`config.mk`:
```
export PLATFORM = sky130hd
export DESIGN_NAME = xgmii_tx_scheduler
export DESIGN_NICKNAME = d
export VERILOG_FILES = /design/src/rtl/xgmii_tx_scheduler.sv
export SDC_FILE = /design/constraint.sdc
export NUM_CORES = 1
export LEC_CHECK = 0
export CAP_MARGIN = 20
export CORE_ASPECT_RATIO = 0.7
export CORE_MARGIN = 5
export CORE_UTILIZATION = 40
export DETAILED_ROUTE_END_ITERATION = 8
export GPL_ROUTABILITY_DRIVEN = 0
export PLACE_DENSITY = 0.63
export REMOVE_ABC_BUFFERS = 1
export SLEW_MARGIN = 25
export SYNTH_ARGS = -nofsm -noshare
export SYNTH_HDL_FRONTEND = slang
export SYNTH_SLANG_ARGS = --single-unit
```
`constraint.sdc`:
```
create_clock -name i_clk -period 9.6 [get_ports i_clk]
set_input_delay 1.92 -clock i_clk [delete_from_list [all_inputs] [get_ports i_clk]]
set_output_delay 1.92 -clock i_clk [all_outputs]
set_load 0.01 [all_outputs]
```
`src/rtl/xgmii_tx_scheduler.sv`:
```
// Splits buffered 64-bit MAC words into low/high 32-bit XGMII beats for the PCS.
// Inserts idle blocks at word boundaries when no word is ready and honours gearbox pause.
module xgmii_tx_scheduler #(
  parameter int FIFO_DEPTH     = 2,
  parameter int IDLE_CNT_WIDTH = 16
) (
  input  logic                      i_clk,
  input  logic                      i_reset_n,
  input  logic                      i_enable,
  input  logic [63:0]               s_txd,
  input  logic [7:0]                s_txc,
  input  logic                      s_valid,
  output logic                      s_ready,
  output logic [31:0]               o_xgmii_txd,
  output logic [3:0]                o_xgmii_txc,
  output logic                      o_xgmii_valid,
  input  logic                      i_xgmii_pause,
  output logic [IDLE_CNT_WIDTH-1:0] o_idle_words,
  output logic                      o_pause_err
);

  // state | meaning
  // PH_LO | at a 64-bit word boundary; next beat is a low half, idle, or a pause gap
  // PH_HI | low half sent; next beat is the latched high half
  typedef enum logic {PH_LO, PH_HI} phase_t;

  localparam int AW = (FIFO_DEPTH > 1) ? $clog2(FIFO_DEPTH) : 1;
  localparam int CW = AW + 1;
  localparam logic [31:0] IDLE_D = 32'h0707_0707;
  localparam logic [3:0]  IDLE_C = 4'hF;

  logic [71:0]   mem [FIFO_DEPTH];
  logic [AW-1:0] wr_ptr, rd_ptr;
  logic [CW-1:0] count, count_next;
  logic          push, pop, empty;
  logic [71:0]   rd_word;

  phase_t        state, state_next;
  logic [31:0]   hi_d, hi_d_next, txd_next;
  logic [3:0]    hi_c, hi_c_next, txc_next;
  logic          valid_next, idle_inc, err_set;

  assign push       = s_valid & s_ready;
  assign empty      = (count == '0);
  assign rd_word    = mem[rd_ptr];
  assign count_next = count + CW'(push) - CW'(pop);

  always_ff @(posedge i_clk) begin
    if (push) mem[wr_ptr] <= {s_txc, s_txd};
  end

  always_ff @(posedge i_clk or negedge i_reset_n) begin
    if (!i_reset_n) begin
      wr_ptr  <= '0;
      rd_ptr  <= '0;
      count   <= '0;
      s_ready <= 1'b0;
    end else begin
      if (push) wr_ptr <= wr_ptr + AW'(1);
      if (pop)  rd_ptr <= rd_ptr + AW'(1);
      count   <= count_next;
      s_ready <= (count_next < CW'(FIFO_DEPTH));
    end
  end

  always_comb begin
    state_next = state;
    hi_d_next  = hi_d;
    hi_c_next  = hi_c;
    txd_next   = 32'h0;
    txc_next   = 4'h0;
    valid_next = 1'b0;
    idle_inc   = 1'b0;
    pop        = 1'b0;
    err_set    = 1'b0;
    case (state)
      PH_LO: begin
        if (i_xgmii_pause) begin
          state_next = PH_LO;
        end else if (i_enable && !empty) begin
          pop        = 1'b1;
          txd_next   = rd_word[31:0];
          txc_next   = rd_word[67:64];
          hi_d_next  = rd_word[63:32];
          hi_c_next  = rd_word[71:68];
          valid_next = 1'b1;
          state_next = PH_HI;
        end else begin
          txd_next   = IDLE_D;
          txc_next   = IDLE_C;
          hi_d_next  = IDLE_D;
          hi_c_next  = IDLE_C;
          valid_next = 1'b1;
          idle_inc   = 1'b1;
          state_next = PH_HI;
        end
      end
      default: begin
        // A pause here cannot split the block, so the high half still goes out.
        txd_next   = hi_d;
        txc_next   = hi_c;
        valid_next = 1'b1;
        err_set    = i_xgmii_pause;
        state_next = PH_LO;
      end
    endcase
  end

  always_ff @(posedge i_clk or negedge i_reset_n) begin
    if (!i_reset_n) begin
      state         <= PH_LO;
      hi_d          <= 32'h0;
      hi_c          <= 4'h0;
      o_xgmii_txd   <= 32'h0;
      o_xgmii_txc   <= 4'h0;
      o_xgmii_valid <= 1'b0;
      o_idle_words  <= '0;
      o_pause_err   <= 1'b0;
    end else begin
      state         <= state_next;
      hi_d          <= hi_d_next;
      hi_c          <= hi_c_next;
      o_xgmii_txd   <= txd_next;
      o_xgmii_txc   <= txc_next;
      o_xgmii_valid <= valid_next;
      if (idle_inc && (o_idle_words != '1)) o_idle_words <= o_idle_words + IDLE_CNT_WIDTH'(1);
      if (err_set) o_pause_err <= 1'b1;
    end
  end

endmodule

```
-- Yosys cells after proc, flatten, opt, wreduce, memory -nomap -nowiden
Memories as Yosys holds them, arrays and structs flattened.
Cells that the tools add are included.
- register bits: 96
- bits in writable memories: 144
- word-level logic and storage cells: 48
- memories: 1
- memories (name ; depth ; width ; rd ports ; clocked after Yosys merged registers in ; write ports ; line ; RTL):
    mem ; 2 ; 72 ; 1 ; 0 ; 1 ; 32 ; logic [71:0] mem [FIFO_DEPTH];
- add/subtract/negate cells: 5
- $lt $le $gt $ge: 1
- eq/ne operators: 1
- mux-type cells: 20
- bitwise logic cells: 3
- reductions and logical operators: 5
- operators with widths (operator ; number):
    $mux 32 ; 4
    $add 16x1->16 const B ; 1
    $mux 4 ; 4
    $ne 16x16->1 const B ; 1
    $mux 1 ; 12
    $add 1x1->1 const B ; 2
    $add 2x1->2 ; 1
    $logic_and 1x1->1 ; 2
    $logic_not 2->1 ; 1
    $lt 2x2->1 const B ; 1
    $not 1->1 ; 2
    $reduce_and 2->1 ; 1
    $sub 2x1->2 ; 1
    $and 1x1->1 ; 1
    $logic_not 1->1 ; 1

-- Depth between registers and ports, before layout
Gate-level depths: netlist of the first run.
- depth after elaboration: 8
- depth in mapped cells: 11
- gate-level depth less buffers: 10

-- Worst setup path before layout of the first run
Ideal clock, no wire load.
- kind: input -> register
- start point: input s_valid
- end point: memory mem[0][0] (enable)
- setup time: 0.503 ns
- arrival time: 5.029 ns
- required time: 9.097 ns
- setup slack: 4.069 ns
- cell stages on the path: 2
- path buffers: 0
- cells stage by stage: nand2_1 -> nor2_1
- cells in the longest elaborated chain, start to end: 3
- RTL lines (what ; line ; RTL):
    start, declared ; 12 ; input logic s_valid,
    $and 1x1->1 ; 43 ; assign push = s_valid & s_ready;
    $mux 1 ; 49 ; if (push) mem[wr_ptr] <= {s_txc, s_txd};
    $mux 1 (implied by the code) ; 49 ;
    end, declared ; 32 ;
Every way passes these cells.

-- Worst setup path after layout of the first run
- start point: input i_xgmii_pause
- end point: register count[1]
- cells in the longest elaborated chain, start to end: 3
- RTL lines (what ; line ; RTL):
    start, declared ; 17 ; input logic i_xgmii_pause,
    $mux 1 ; 78 ; if (i_xgmii_pause) begin
    $mux 1 ; 76 ; case (state)
    $sub 2x1->2 ; 46 ; assign count_next = count + CW'(push) - CW'(pop);
    net count_next[1] ; 34 ; logic [CW-1:0] count, count_next;
    end signal, assigned ; 61 ; count <= count_next;
    end, declared ; 34 ;
The timed path passes the listed nets, and every way through them passes these cells.
A chain may end at the register's enable or synchronous reset.

==> results.ini, run 1 <==
[run_status]
status = finished clean

[drt]
detailedRoute.firstIterationViolations = 277
antenna_violating_nets_post_route = 0
detail_route.wl_per_cell_um = 18.2
routed-via-count = 4910
post-route-drc-count = 0
drt_wl_total_um = 18000
detail_routed_via_count_per_cell = 4.96
drt_pre_antenna_iters = 4

[synth]
synth.distinct_cells = 44
yosysWarnings = 0
postSynthCellCount = 553
mappedNetlistArea_um2 = 8830
synth_area_leader_cell = sky130_fd_sc_hd__edfxtp_1
synth_edf_count = 144
synth_top_area_share_pct = 49.0
ys_dominant_reg_cell = sky130_fd_sc_hd__edfxtp_1
ys_seq_area_share_pct = 76.2
post_synth_most_frequent_cells = 144 x sky130_fd_sc_hd__edfxtp_1, 96 x sky130_fd_sc_hd__dfrtp_1, 72 x sky130_fd_sc_hd__mux2i_1
ys_ff_latch = 240
yosys-top-cells-area = sky130_fd_sc_hd__edfxtp_1 49%, sky130_fd_sc_hd__dfrtp_1 27%, sky130_fd_sc_hd__mux2i_1 8.2%
synthArstFlopShare_pct = 40.0
most_frequent_cell_after_synthesis = sky130_fd_sc_hd__edfxtp_1
syn_area_per_cell_um2 = 16.0

[cts]
cts-htree-levels = 1
cts_hold_buffers = 0
post-cts-setup-buffers = 0
cts_resized = 0
clkSlewWorstSetupHoldPaths_ns = 0.06
clock_latency_at_the_later_pin_of_the_worst_skew_pair_ns = 0.50
clock_sinks = 240
cts_made_buffers = 23
ctsLongestPathBuffers = 3
cts_root_buf = sky130_fd_sc_hd__clkbuf_16
cts_tree = built

[worst_setup_path]
required_time_reported_for_the_critical_path_endpoint_ns = 9.99
cp-end-kind = register
rr_endpoint = count[1]
timing.critical_path.slowest_stage_cell = sky130_fd_sc_hd__clkinv_1
nature_of_the_critical_path_startpoint = input port
worst-r2r-setup-slack_ns = 5.32
r2r_cells = 11
worst-path-max-fanout = 42
setup.worst_path.start = i_xgmii_pause
slowest_delay_ns = 0.53
cp_data_arrival_time_ns = 5.58
worstReg2RegStart = state
sequence_of_cells_on_the_critical_path = clkdlybuf4s50_1, or2_4, clkinv_2, nand2_1, buf_4, clkinv_1, ha_1, inv_1, ha_1, xnor2_1, xor2_1, inv_1
worst-setup-path-type = input port to register

[placement]
io_buffers = 131
place_area_um2 = 10400
post-place-ws_ns = 3.79
post-place-cells = 945
dpl.hpwl_um = 11200

[floorplanning]
core_region_area_um2 = 21700
floorplan.io_pins = 132
die-height_um = 134
initial_utilization_pct = 40.7
die_w_um = 188
number_of_standard_cell_rows_in_the_floorplan = 45
die-area_um2 = 25200

[power]
leakagePower_nw = 4.21
peakVddDrop_v = 0.000149
power_per_cell_area_nw_per_um2 = 260

[worst_hold_path]
worst_hold_path.num_cells = 1
hold_end = o_pause_err
min_from = o_pause_err
min_path_type = register to register

[sta]
finalHoldViolCount = 0
fmaxAchievable_ghz = 0.192
period_minus_slack_ns = 5.20
setup_repair_after_global_routing_missed_its_margin = no
timing.final.setup_violations = 0
timing.setup.tns_ns = 0
tightest_slew_ns = 1.03
clock_skew_ns = 0.0104
post-route-worst-setup-slack_ns = 4.40
max_slew_headroom_at_the_worst_pin_pct = 31.5
min_period_over_period_pct = 54.1
finalMaxSlewViolations = 0

[global_route]
number_of_antenna_violations_at_the_first_check_in_global_routing = 1
grt_pass1_wl_um = 28300
vias_in_the_first_global_route = 5138
globalRouteOverflowTotal = 0
grt_max_degree = 73
groute.usage.overall_pct = 14.0

[finish]
nets = 769
utilization_pct = 51.3
final_area_um2 = 11100
area_growth_from_synthesis_to_layout_pct = 26.0
post_route_cells_drive_above_1_share_pct = 7.51
post_layout_nonfiller_instances = 989

[run]
max_cap_violations = 0

-- layout make-up --
type                       instances  area [µm²]
fill                            1825       10600
sequential                       240        6730
multi-input combinational        284        1970
timing repair buffer             136        1360
clock buffer                      40         681
tap                              282         353
inverter                           4        16.3
clock inverter                     2        13.8
antenna                            1        2.50
-- cells by family (layout without fill, tap and decap cells) --
kind of cell,after synthesis,count (layout),synth area share (%)
AO/OA/AOI/OAI,82,82,5.26
XOR/XNOR,14,14,1.39
adder cells (fa/ha/maj),3,3,0.425
buffers and inverters,29,182,1.66
flip-flops,240,240,76.2
multiplexers,75,75,8.59
other,0,1,0
AND/OR/NAND/NOR,110,110,6.50
-- metal layers --
layer  GRT usage [%]  share of wire, %  vias to the layer above
met3            3.62               6.2                       27
met1            20.4                48                     2434
li1                -                 -                     2316
met5               0             0.072                        -
met2            21.6                44                      131
met4            3.02               1.5                        2
-- cell usage in the layout (no fill, tap or decap), types with 2 or more instances in the layout --
| cell type | Yosys | final |
|---|---|---|
| sky130_fd_sc_hd__inv_1 | 2 | 2 |
| sky130_fd_sc_hd__xor2_1 | 9 | 9 |
| sky130_fd_sc_hd__o211ai_1 | 16 | 16 |
| sky130_fd_sc_hd__nor4_4 | 2 | 2 |
| sky130_fd_sc_hd__clkbuf_8 | 0 | 2 |
| sky130_fd_sc_hd__nor4_1 | 2 | 2 |
| sky130_fd_sc_hd__o21ai_0 | 43 | 43 |
| sky130_fd_sc_hd__a31oi_1 | 4 | 4 |
| sky130_fd_sc_hd__clkdlybuf4s50_1 | 0 | 130 |
| sky130_fd_sc_hd__clkbuf_16 | 0 | 24 |
| sky130_fd_sc_hd__mux2i_1 | 72 | 72 |
| sky130_fd_sc_hd__nor3_1 | 2 | 2 |
| sky130_fd_sc_hd__clkbuf_1 | 13 | 14 |
| sky130_fd_sc_hd__xnor2_1 | 5 | 5 |
| sky130_fd_sc_hd__nand2_1 | 61 | 61 |
| sky130_fd_sc_hd__nor2_1 | 18 | 17 |
| sky130_fd_sc_hd__ha_1 | 3 | 3 |
| sky130_fd_sc_hd__nand3_1 | 5 | 5 |
| sky130_fd_sc_hd__mux2_1 | 2 | 2 |
| sky130_fd_sc_hd__dfrtp_1 | 96 | 94 |
| sky130_fd_sc_hd__clkinv_2 | 1 | 2 |
| sky130_fd_sc_hd__edfxtp_1 | 144 | 144 |
| sky130_fd_sc_hd__buf_4 | 0 | 5 |
| sky130_fd_sc_hd__nor4_2 | 2 | 2 |
| sky130_fd_sc_hd__nand4_1 | 4 | 4 |
| sky130_fd_sc_hd__a21oi_1 | 16 | 16 |
-- critical path, delay by kind of cell --
kind | cells | cell delay, ns
buf+inv | 6 | 1.95
fa+ha+maj | 2 | 0.66
xor+xnor | 2 | 0.37
simple gates | 2 | 0.65
-- state kept, by name, summed over array words and instances, names as in the netlist --
signal and count:
o_pause_err 1, state 1, wr_ptr 1, s_ready 1, o_idle_words 16, hi_c 4
rd_ptr 1, mem 144, o_xgmii_txc 4, count 2, o_xgmii_valid 1, o_xgmii_txd 32
hi_d 32
-- worst max path at each step --
stage / endpoint / slack, ns
2_1_floorplan: mem[0][0] / 4.07
3_3_place_gp: count[1] / 3.96
3_5_place_dp: count[1] / 3.79
4_1_cts: count[1] / 4.31
5_1_grt: count[1] / 4.06
6_report: count[1] / 4.40
-- per-stage QoR --
step                      hold WS, ns  total power [mW]
after floorplan                 0.450              1.83
after global placement          0.437              2.07
after detailed placement        0.445              2.09
after CTS                       0.462              2.94
after global routing            0.471              3.05
final                           0.464              2.90
-- power breakdown --
group / internal (mW) / leakage, nW / switching (mW)
Combinational: 0.289 / 1.38 / 0.317
Clock: 0.480 / 0.335 / 0.356
Sequential: 1.34 / 2.49 / 0.118
Total: 2.11 / 4.21 / 0.791
(Power assumes the default switching activity.)
==> inputs of run 2 (changes only) <==
--- a/config.mk
+++ b/config.mk
@@ -11,7 +11,7 @@
 export CORE_UTILIZATION = 40
 export DETAILED_ROUTE_END_ITERATION = 8
 export GPL_ROUTABILITY_DRIVEN = 0
-export PLACE_DENSITY = 0.63
+export PLACE_DENSITY = 0.65
 export REMOVE_ABC_BUFFERS = 1
 export SLEW_MARGIN = 25
 export SYNTH_ARGS = -nofsm -noshare
==> constraint.sdc (replaced) <==
create_clock -name i_clk -period 4.6 [get_ports i_clk]
set_input_delay 0.92 -clock i_clk [delete_from_list [all_inputs] [get_ports i_clk]]
set_output_delay 0.92 -clock i_clk [all_outputs]
set_load 0.01 [all_outputs]
==> run 2 against run 1 <==
Net effect:
- clock-buffer cell count is 8 lower
- sequential power is 120% higher
- clock power is 130% higher
- first-iteration DRC count is 6.9% higher
- clock skew is 0.0022 ns higher
- via count is 0.26% lower
- global-route usage is 0.25 points higher
- largest power group unchanged
- highest routed layer unchanged
==> results.ini, run 2 (synthesized netlist as in run 1, its figures left out) <==
[placement]
post-place-cells = 948  ; was 945
dpl.hpwl_um = 11300  ; was 11,200 µm
place_area_um2 = 10500  ; was 10,400 µm²
io_buffers = 131  ; unchanged

[power]
share_seq_of_total_power_pct = 49.9  ; was 50.2%
leakagePower_nw = 4.27  ; was 4.21 nW
intPower_mw = 4.56  ; was 2.11 mW
peakVddDrop_v = 0.000274  ; was 0.000149 V
power.net_switching_mw = 1.68  ; was 0.791 mW
combinationalPowerShare_pct = 19.1  ; was 20.9%
power_per_cell_area_nw_per_um2 = 555  ; was 260 nW/µm²
share_clk_of_total_power_pct = 31.0  ; was 28.9%
power_switching_share_pct = 27.0  ; was 27.3%

[worst_setup_path]
slowest_delay_ns = 0.91  ; was 0.53 ns
r2r_cells = 10  ; was 11
worst-r2r-setup-slack_ns = 1.24  ; was 5.32 ns
worst_setup_path_endpoint = count[1]  ; unchanged
worst-setup-path-type = register to register  ; was input port to register
cp-end-kind = register  ; unchanged
cp_data_arrival_time_ns = 3.74  ; was 5.58 ns
timing.critical_path.slowest_stage_cell = sky130_fd_sc_hd__dfrtp_2  ; was sky130_fd_sc_hd__clkinv_1
rr_endpoint = count[1]  ; unchanged
worst-path-max-fanout = 39  ; was 42
setup.worst_path.start = state  ; was i_xgmii_pause
worstReg2RegStart = state  ; unchanged
sequence_of_cells_on_the_critical_path = or2_4, clkinv_2, nand2_1, clkinv_1, ha_1, inv_1, ha_1, xnor2_1, xor2_1, inv_1  ; was clkdlybuf4s50_1, or2_4, clkinv_2, nand2_1, buf_4, clkinv_1, ha_1, inv_1, ha_1, xnor2_1, xor2_1, inv_1
nature_of_the_critical_path_startpoint = register  ; was input port
required_time_reported_for_the_critical_path_endpoint_ns = 4.98  ; was 9.99 ns

[drt]
detail_routed_via_count_per_cell = 4.94  ; was 4.96
drt_pre_antenna_iters = 4  ; unchanged
drt_wl_total_um = 18200  ; was 18,000 µm
routed-via-count = 4897  ; was 4,910
detail_route.wl_per_cell_um = 18.3  ; was 18.2 µm
antenna_violating_nets_post_route = 0  ; unchanged
detailedRoute.firstIterationViolations = 296  ; was 277
post-route-drc-count = 0  ; unchanged

[cts]
ctsLongestPathBuffers = 3  ; unchanged
cts_tree = built  ; unchanged
cts-htree-levels = 1  ; unchanged
cts_hold_buffers = 0  ; unchanged
clock_sinks = 240  ; unchanged
post-cts-setup-buffers = 0  ; unchanged
cts_root_buf = sky130_fd_sc_hd__clkbuf_16  ; unchanged
clkSlewWorstSetupHoldPaths_ns = 0.06  ; about the same
clock_latency_at_the_later_pin_of_the_worst_skew_pair_ns = 0.50  ; about the same
cts_resized = 0  ; unchanged
cts_made_buffers = 24  ; was 23

[sta]
clock_skew_ns = 0.0126  ; was 0.0104 ns
max_slew_headroom_at_the_worst_pin_pct = 34.5  ; was 31.5%
tightest_slew_ns = 0.980  ; was 1.03 ns
min_period_over_period_pct = 73.0
fmaxAchievable_ghz = 0.298
period_minus_slack_ns = 3.36
finalHoldViolCount = 0  ; unchanged
fin_hold_ws_ns = 0.472  ; was 0.464 ns
timing.final.setup_violations = 0  ; unchanged
setup_repair_after_global_routing_missed_its_margin = no  ; unchanged
timing.setup.tns_ns = 0  ; unchanged
finalMaxSlewViolations = 0  ; unchanged

[floorplanning]
initial_utilization_pct = 40.7  ; unchanged
die-area_um2 = 25200  ; unchanged
floorplan.io_pins = 132  ; unchanged
core_region_area_um2 = 21700  ; unchanged
die-height_um = 134  ; unchanged
number_of_standard_cell_rows_in_the_floorplan = 45  ; unchanged
die_w_um = 188  ; unchanged

[run_status]
status = finished clean  ; unchanged

[run]
max_cap_violations = 0  ; unchanged

[global_route]
grt_pass1_wl_um = 28700  ; was 28,300 µm
globalRouteOverflowTotal = 0  ; unchanged
vias_in_the_first_global_route = 5251  ; was 5,138
number_of_antenna_violations_at_the_first_check_in_global_routing = 1  ; unchanged
grt_max_degree = 68  ; was 73
groute.usage.overall_pct = 14.3  ; was 14.0%

[finish]
post_layout_nonfiller_instances = 992  ; was 989
post_route_cells_drive_above_1_share_pct = 8.59  ; was 7.51%
final_common_cell = sky130_fd_sc_hd__edfxtp_1  ; unchanged
most-common-layout-cells = 144 x sky130_fd_sc_hd__edfxtp_1, 130 x sky130_fd_sc_hd__clkdlybuf4s50_1, 94 x sky130_fd_sc_hd__dfrtp_1, 72 x sky130_fd_sc_hd__mux2i_1, 61 x sky130_fd_sc_hd__nand2_1  ; unchanged
top_register_by_number_of_flip_flops = mem  ; unchanged
nets = 772  ; was 769
area_growth_from_synthesis_to_layout_pct = 27.3  ; was 26.0%
antenna_cells = 0  ; was 1
largest_register_ffs = 144  ; unchanged
utilization_pct = 51.9  ; was 51.3%
top_regs = mem (144), hi_d (32), o_xgmii_txd (32)  ; unchanged
final_area_um2 = 11200  ; was 11,100 µm²

[worst_hold_path]
min_path_type = register to register  ; unchanged

## run 2: cell types whose count changed in the layout (fill, tap and decap cells not counted), sizes merged
cell and change:
clkbuf -8, inv -1, buf +2, clkinv +6
clkinvlp +2, diode -1, bufinv +3
## run 2: cell type report
type	instances	area [µm²]
inverter	4	16.3
multi-input combinational	284	1970
sequential	240	6730
clock buffer	32	652
fill	1807	10400
clock inverter	12	136
tap	282	353
timing repair buffer	138	1390
## run 2: power by group through the flow
stage	Combinational [mW]	Clock [mW]	Sequential, mW
floorplan	0.652	0	3.18
global placement	1.17	0	3.15
detailed placement	1.22	0	3.16
CTS	1.22	1.99	3.13
global route	1.31	2.07	3.17
finish	1.19	1.94	3.12
## run 2: per-layer routing
layer | GRT usage [%] | up-vias | routed length [µm]
met5 | 0 | - | 13
met4 | 3.06 | 2 | 291
met1 | 20.4 | 2410 | 8640
li1 | - | 2324 | -
met3 | 3.56 | 23 | 1010
met2 | 22.4 | 138 | 8250
## run 2: critical path, delay by kind of cell, from the launching register on
kind	cells	cell delay (ns)
XOR/XNOR	2	0.39
buffers and inverters	4	0.83
flip-flops	1	0.91
adder cells (fa/ha/maj)	2	0.67
AND/OR/NAND/NOR	2	0.43
## run 2: how the worst min path moves through the flow
stage,startpoint,endpoint,slack [ns],cells past startpoint
global route,o_pause_err,o_pause_err,0.48,1
detailed placement,o_pause_err,o_pause_err,0.45,1
global placement,o_pause_err,o_pause_err,0.44,1
floorplan,hi_d[30],hi_d[30],0.45,2
CTS,o_pause_err,o_pause_err,0.47,1
finish,o_pause_err,o_pause_err,0.47,1
## run 2: stage by stage
stage / setup slack, ns / total power [mW]
after global placement: 0.845 / 4.32
final: 1.24 / 6.24
after global routing: 0.991 / 6.56
after floorplan: 0.0689 / 3.83
after CTS: 1.16 / 6.34
after detailed placement: 0.702 / 4.38
